## src/rtl/vedic_seq_mul_ctrl.sv

```systemverilog
// Sequenced 8x8 unsigned multiplier: one Vedic 4x4 core reused over four cycles,
// with valid/ready handshakes on the operand and result sides.

module vedic_2x2 (
  input  logic [1:0] a,
  input  logic [1:0] b,
  output logic [3:0] p
);
  logic c1;

  always_comb begin
    c1   = (a[1] & b[0]) & (a[0] & b[1]);
    p[0] = a[0] & b[0];
    p[1] = (a[1] & b[0]) ^ (a[0] & b[1]);
    p[2] = (a[1] & b[1]) ^ c1;
    p[3] = (a[1] & b[1]) & c1;
  end
endmodule

module vedic_4x4 (
  input  logic [3:0] a,
  input  logic [3:0] b,
  output logic [7:0] p
);
  logic [3:0] q0, q1, q2, q3;

  vedic_2x2 u_ll (.a(a[1:0]), .b(b[1:0]), .p(q0));
  vedic_2x2 u_hl (.a(a[3:2]), .b(b[1:0]), .p(q1));
  vedic_2x2 u_lh (.a(a[1:0]), .b(b[3:2]), .p(q2));
  vedic_2x2 u_hh (.a(a[3:2]), .b(b[3:2]), .p(q3));

  always_comb begin
    p = {4'b0000, q0} + {2'b00, q1, 2'b00} + {2'b00, q2, 2'b00} + {q3, 4'b0000};
  end
endmodule

module vedic_seq_mul_ctrl #(
  parameter bit          ZERO_SKIP = 1'b1,
  parameter int unsigned OP_CNT_W  = 16
) (
  input  logic                clk,
  input  logic                rst_n,
  input  logic                in_valid,
  output logic                in_ready,
  input  logic [7:0]          a,
  input  logic [7:0]          b,
  output logic                out_valid,
  input  logic                out_ready,
  output logic [15:0]         result,
  output logic                busy,
  output logic [OP_CNT_W-1:0] op_count
);
  typedef enum logic [1:0] {IDLE, MUL, DONE} state_t;

  state_t              state, state_next;
  logic [1:0]          step;
  logic [15:0]         acc;
  logic [7:0]          a_r, b_r;
  logic [OP_CNT_W-1:0] op_count_r;
  logic [3:0]          mul_a, mul_b;
  logic [7:0]          pp;
  logic [15:0]         pp_shifted;
  logic                accept, handoff, zero_hit;

  assign accept   = in_valid && in_ready;
  assign handoff  = out_valid && out_ready;
  assign zero_hit = ZERO_SKIP && ((a == 8'd0) || (b == 8'd0));

  always_ff @(posedge clk or negedge rst_n) begin
    if (!rst_n) state <= IDLE;
    else        state <= state_next;
  end

  always_comb begin
    state_next = state;
    unique case (state)
      IDLE: if (accept) state_next = zero_hit ? DONE : MUL;
      MUL:  if (step == 2'd3) state_next = DONE;
      DONE: if (handoff) state_next = IDLE;
      default: state_next = IDLE;
    endcase
  end

  always_comb begin
    in_ready  = (state == IDLE);
    out_valid = (state == DONE);
    busy      = (state != IDLE);
  end

  // Step order: lo*lo, hi*lo, lo*hi, hi*hi; shift follows the nibble weights.
  always_comb begin
    mul_a      = step[0] ? a_r[7:4] : a_r[3:0];
    mul_b      = step[1] ? b_r[7:4] : b_r[3:0];
    pp_shifted = '0;
    unique case (step)
      2'd0:    pp_shifted = {8'h00, pp};
      2'd1,
      2'd2:    pp_shifted = {4'h0, pp, 4'h0};
      default: pp_shifted = {pp, 8'h00};
    endcase
  end

  vedic_4x4 u_core (.a(mul_a), .b(mul_b), .p(pp));

  always_ff @(posedge clk or negedge rst_n) begin
    if (!rst_n) begin
      a_r  <= '0;
      b_r  <= '0;
      acc  <= '0;
      step <= '0;
    end else if (accept) begin
      a_r  <= a;
      b_r  <= b;
      acc  <= '0;
      step <= '0;
    end else if (state == MUL) begin
      acc  <= acc + pp_shifted;
      step <= step + 2'd1;
    end
  end

  always_ff @(posedge clk or negedge rst_n) begin
    if (!rst_n)
      op_count_r <= '0;
    else if (handoff && (op_count_r != '1))
      op_count_r <= op_count_r + {{(OP_CNT_W-1){1'b0}}, 1'b1};
  end

  assign result   = acc;
  assign op_count = op_count_r;
endmodule

```

## config.mk

```make
export PLATFORM = sky130hd
export DESIGN_NAME = vedic_seq_mul_ctrl
export DESIGN_NICKNAME = d
export VERILOG_FILES = /design/src/rtl/vedic_seq_mul_ctrl.sv
export SDC_FILE = /design/constraint.sdc
export NUM_CORES = 1
export LEC_CHECK = 0
export ABC_AREA = 1
export BUFFER_PORTS_ARGS = -buffer_cell sky130_fd_sc_hd__buf_2
export CORE_UTILIZATION = 43
export CTS_CLUSTER_DIAMETER = 60
export DETAILED_ROUTE_END_ITERATION = 10
export SLEW_MARGIN = 20
export SYNTH_ARGS = -nofsm -noshare
export SYNTH_HDL_FRONTEND = slang
export SYNTH_SLANG_ARGS = --single-unit
```

## constraint.sdc

```tcl
create_clock -name clk -period 5.4 [get_ports clk]
set_input_delay 1.08 -clock clk [delete_from_list [all_inputs] [get_ports clk]]
set_output_delay 1.08 -clock clk [all_outputs]
set_load 0.01 [all_outputs]
```

==> impl_results.md <==
- Core Box Area: ~8700 um2
- Adder-cell area share of the yosys netlist: 14.17%
- CP top delay family: adder cells
- Worst endpoint required time: 5.63 ns
- Share of cells above drive strength 1: between 10% and 20%
- CTS Sinks: 52
- Vias post-DR: 3428
- Ant. Diodes: 0
- Clk buf depth: 2
- Number of synthesized register bits: 52
- Number of synthesis warnings: 0
- Non-Filler Instances: 683
- Die X-Extent: about 97 um
- Final Wtd Congestion: just under 0.9
- Syn_area_per_cell: between 7 and 8 um2
- Average wire per standard cell: about 13 um
- Reg2reg setup slack: 0.38 ns
- Leak Pwr: 0.002451 uW
- Status: completed
- I/O pin cnt: 55
- Final period util: between 90% and 100%
- Max frequency: 0.1994 GHz
- DRC errors left: 0
- Crit path largest cell delay: 0.55 ns
- Synth Area in Simple Gates: 28.88%
- Final Hold Fails: 0
- CTS tree: yes
- Largest net degree at the start of global routing: 53
- Drt initial violations: 121
- R2R Path Start: step[1]$_DFFE_PN0P_
- Root Buffer Master: clkbuf_8
- Inserted Clock Buffers: 5
- Port bufs: 54
- First drt pass iteration count: 4
- Tot Pwr: roughly 2400 uW
- Post-DP HPWL: 6944 um
- CP arrival: 5.24 ns
- # rows: 34
- DR vias/cell: 5.019
- Largest family of logic cells by synthesized area: simple AND/OR/NAND/NOR gates
- First-pass GRT wire length: 15320 um
- Layout Area Growth over Synthesis: 12.64%
- Yosys top cell by area: dfrtp_1
- Total grt overflow: 0
- Max Cap Viol: 0
- Initial core utilization: about 44%
- Commonest non-fill, non-tap cell in the layout: nand2_1
- Slew @ Worst Pin: ~0.83 ns
- WHS Path Cells: 2
- Most used cell, CP: nand2_1
- Yosys top cell area share: 33.79%
- Dpl cell area: approximately 4200 um2
- Slew headroom: 44.85%
- Synth Instances: 519
- Antenna viol nets, final: 0
- GRT Resource Usage Total: between 10% and 20%
- Commonest non-fill, non-tap cells in the layout: nand2_1 (147), inv_1 (70), nor2_1 (54), buf_2 (54), dfrtp_1 (50)
- Synth top area cells: dfrtp_1 (34%), nand2_1 (14%), ha_1 (11%)
- Mapped Area: 3851 um2
- Hold Startpoint: a_r[3]$_DFFE_PN0P_
- Drt total wl: slightly below 9000 um
- PD cells: 545.8 nW/um2
- Worst Hold Class: reg -> reg
- Clock slew at reported path FFs: about 0.1 ns
- Worst R2R End: result[11]$_DFFE_PN0P_
- Fill count: 913
- Worst Skew: 0.01004 ns
- H-tree Lvls: 2
- Synth Area in XOR/XNOR: 3.184%
- # nets final: 634
- Min-Delay Endpoint: a_r[3]$_DFFE_PN0P_
- Sequential area share after synthesis: 33.79%
- Crit end category: flip-flop
- Final Max Slew Viols: 0
- Crit Path Class: reg -> reg
- Peak supply drop: ~0.26 mV
- WP buf/inv: 3
- Final setup viols: 0
- Die H: 96.64 um
- Vias in the first global route: 3393
- Mux cell area share after synthesis: 2.956%
- Slowest CP cell: fa_1
- Syn Nets: slightly below 600
- Synth Area in Compound Gates: 8.934%
- Number of setup buffers added after CTS: 0
- Cell variety after synth: 36
- Initial antenna violation count: 0
- Max FO, Critical Path: 7
- Period minus WS final: approximately 5 ns
- Inst Count DP: 675
- Setup TNS: 0 ns
- Die area: 9338 um2
- Fin area: 4338 um2
- RSZ-0062 raised after global routing: no
- Reg2Reg Depth: 25
- Insertion delay to the later sink of the worst-skew pair: between 0.3 and 0.4 ns
- Startpoint Class: flip-flop
-- power by group --
group / switching, uW / total, uW / internal, uW
clock: 142 / 235 / 92.5
sequential: 130 / 650 / 520
combinational: 936 / 1480 / 547
total: 1210 / 2370 / 1160
-- cell usage after synthesis, drive strengths merged --
cell type,count
ha,34
and3,2
buf,6
clkbuf,1
o22ai,8
nand4,5
mux2i,8
a21oi,16
dfrtp,52
mux2,3
o21ai,34
or2,5
fa,6
a22o,2
a21o,1
xnor2,6
and2,1
o21a,1
nand3b,7
o21bai,1
nor3,6
xor2,8
nand2,149
inv,74
nor2,58
nand3,25
-- timing repair --
| item | 4_1_cts | 5_1_grt |
|---|---|---|
| resized for setup | 0 | 6 |
| endpoints found under the setup margin | 0 | 5 |
| hold buffers | 0 | 0 |
-- registers in the layout, indices dropped and copies added, names as in the netlist --
| name | count |
|---|---|
| a_r | 8 |
| b_r | 8 |
| op_count | 16 |
| result | 16 |
| state | 2 |
| step | 2 |
-- worst max-delay path by stage --
stage | startpoint | end | slack (ns) | cells past startpoint
final | step[1]$_DFFE_PN0P_ | result[11]$_DFFE_PN0P_ | 0.38 | 25
after global routing | step[1]$_DFFE_PN0P_ | result[15]$_DFFE_PN0P_ | 0.03 | 28
after CTS | step[1]$_DFFE_PN0P_ | result[11]$_DFFE_PN0P_ | 0.26 | 25
after detailed placement | step[1]$_DFFE_PN0P_ | result[11]$_DFFE_PN0P_ | 0.27 | 25
after floorplan | step[0]$_DFFE_PN0P_ | result[13]$_DFFE_PN0P_ | 0.81 | 27
after global placement | step[1]$_DFFE_PN0P_ | result[11]$_DFFE_PN0P_ | 0.40 | 24
-- logic make-up after synthesis --
group,count (synthesis)
compound gates,63
xor+xnor,14
fa+ha+maj,40
buf+inv,81
flops,52
mux,11
simple gates,258
-- worst reg2reg max path: stages (launching register included) --
cell and delay (ns):
dfrtp_2 0.49, mux2i_2 0.34, nor2_1 0.09, ha_1 0.20, ha_1 0.28, ha_1 0.16, inv_1 0.05, fa_1 0.40
xor2_1 0.18, fa_1 0.55, inv_1 0.07, ha_1 0.28, nand3_1 0.08, nand2_1 0.09, xor2_1 0.29, o22ai_1 0.14
ha_1 0.36, nand2_1 0.14, inv_1 0.05, a21oi_1 0.13, nand2_1 0.14, nand2_1 0.10, nand2_1 0.06, nand2_1 0.06
nand2_1 0.04, o21ai_0 0.18
-- through the flow --
step                util (%)  worst slack, ns  hold WS [ns]
floorplan                  -           0.8146        0.4523
global placement       48.75           0.3969        0.4708
detailed placement     48.75           0.2702        0.4729
CTS                    49.78           0.2636        0.4977
global route           49.99          0.03484        0.5091
finish                 49.99           0.3849        0.4952
-- layer usage --
metal,vias to the layer above,GRT usage (%),wire length [um],share of wire [%]
li1,1768,-,-,-
met2,65,33.26,4124,47
met4,0,6.200,167,1.9
met5,-,0,0,0
met3,14,3.035,320,3.6
met1,1581,26.12,4185,48
-- final cells by class --
type / instances / area, um2 / share of cell area [%]
repair buffers: 55 / 277.8 / 6.403
inverters: 74 / 277.8 / 6.403
well taps: 108 / 135.1 / 3.115
clock inverters: 3 / 21.27 / 0.4903
clock buffers: 5 / 68.82 / 1.586
flip-flops and latches: 52 / 1304 / 30.05
multi-input cells: 386 / 2253 / 51.95
No activity file was read; power rests on OpenSTA's default activity.
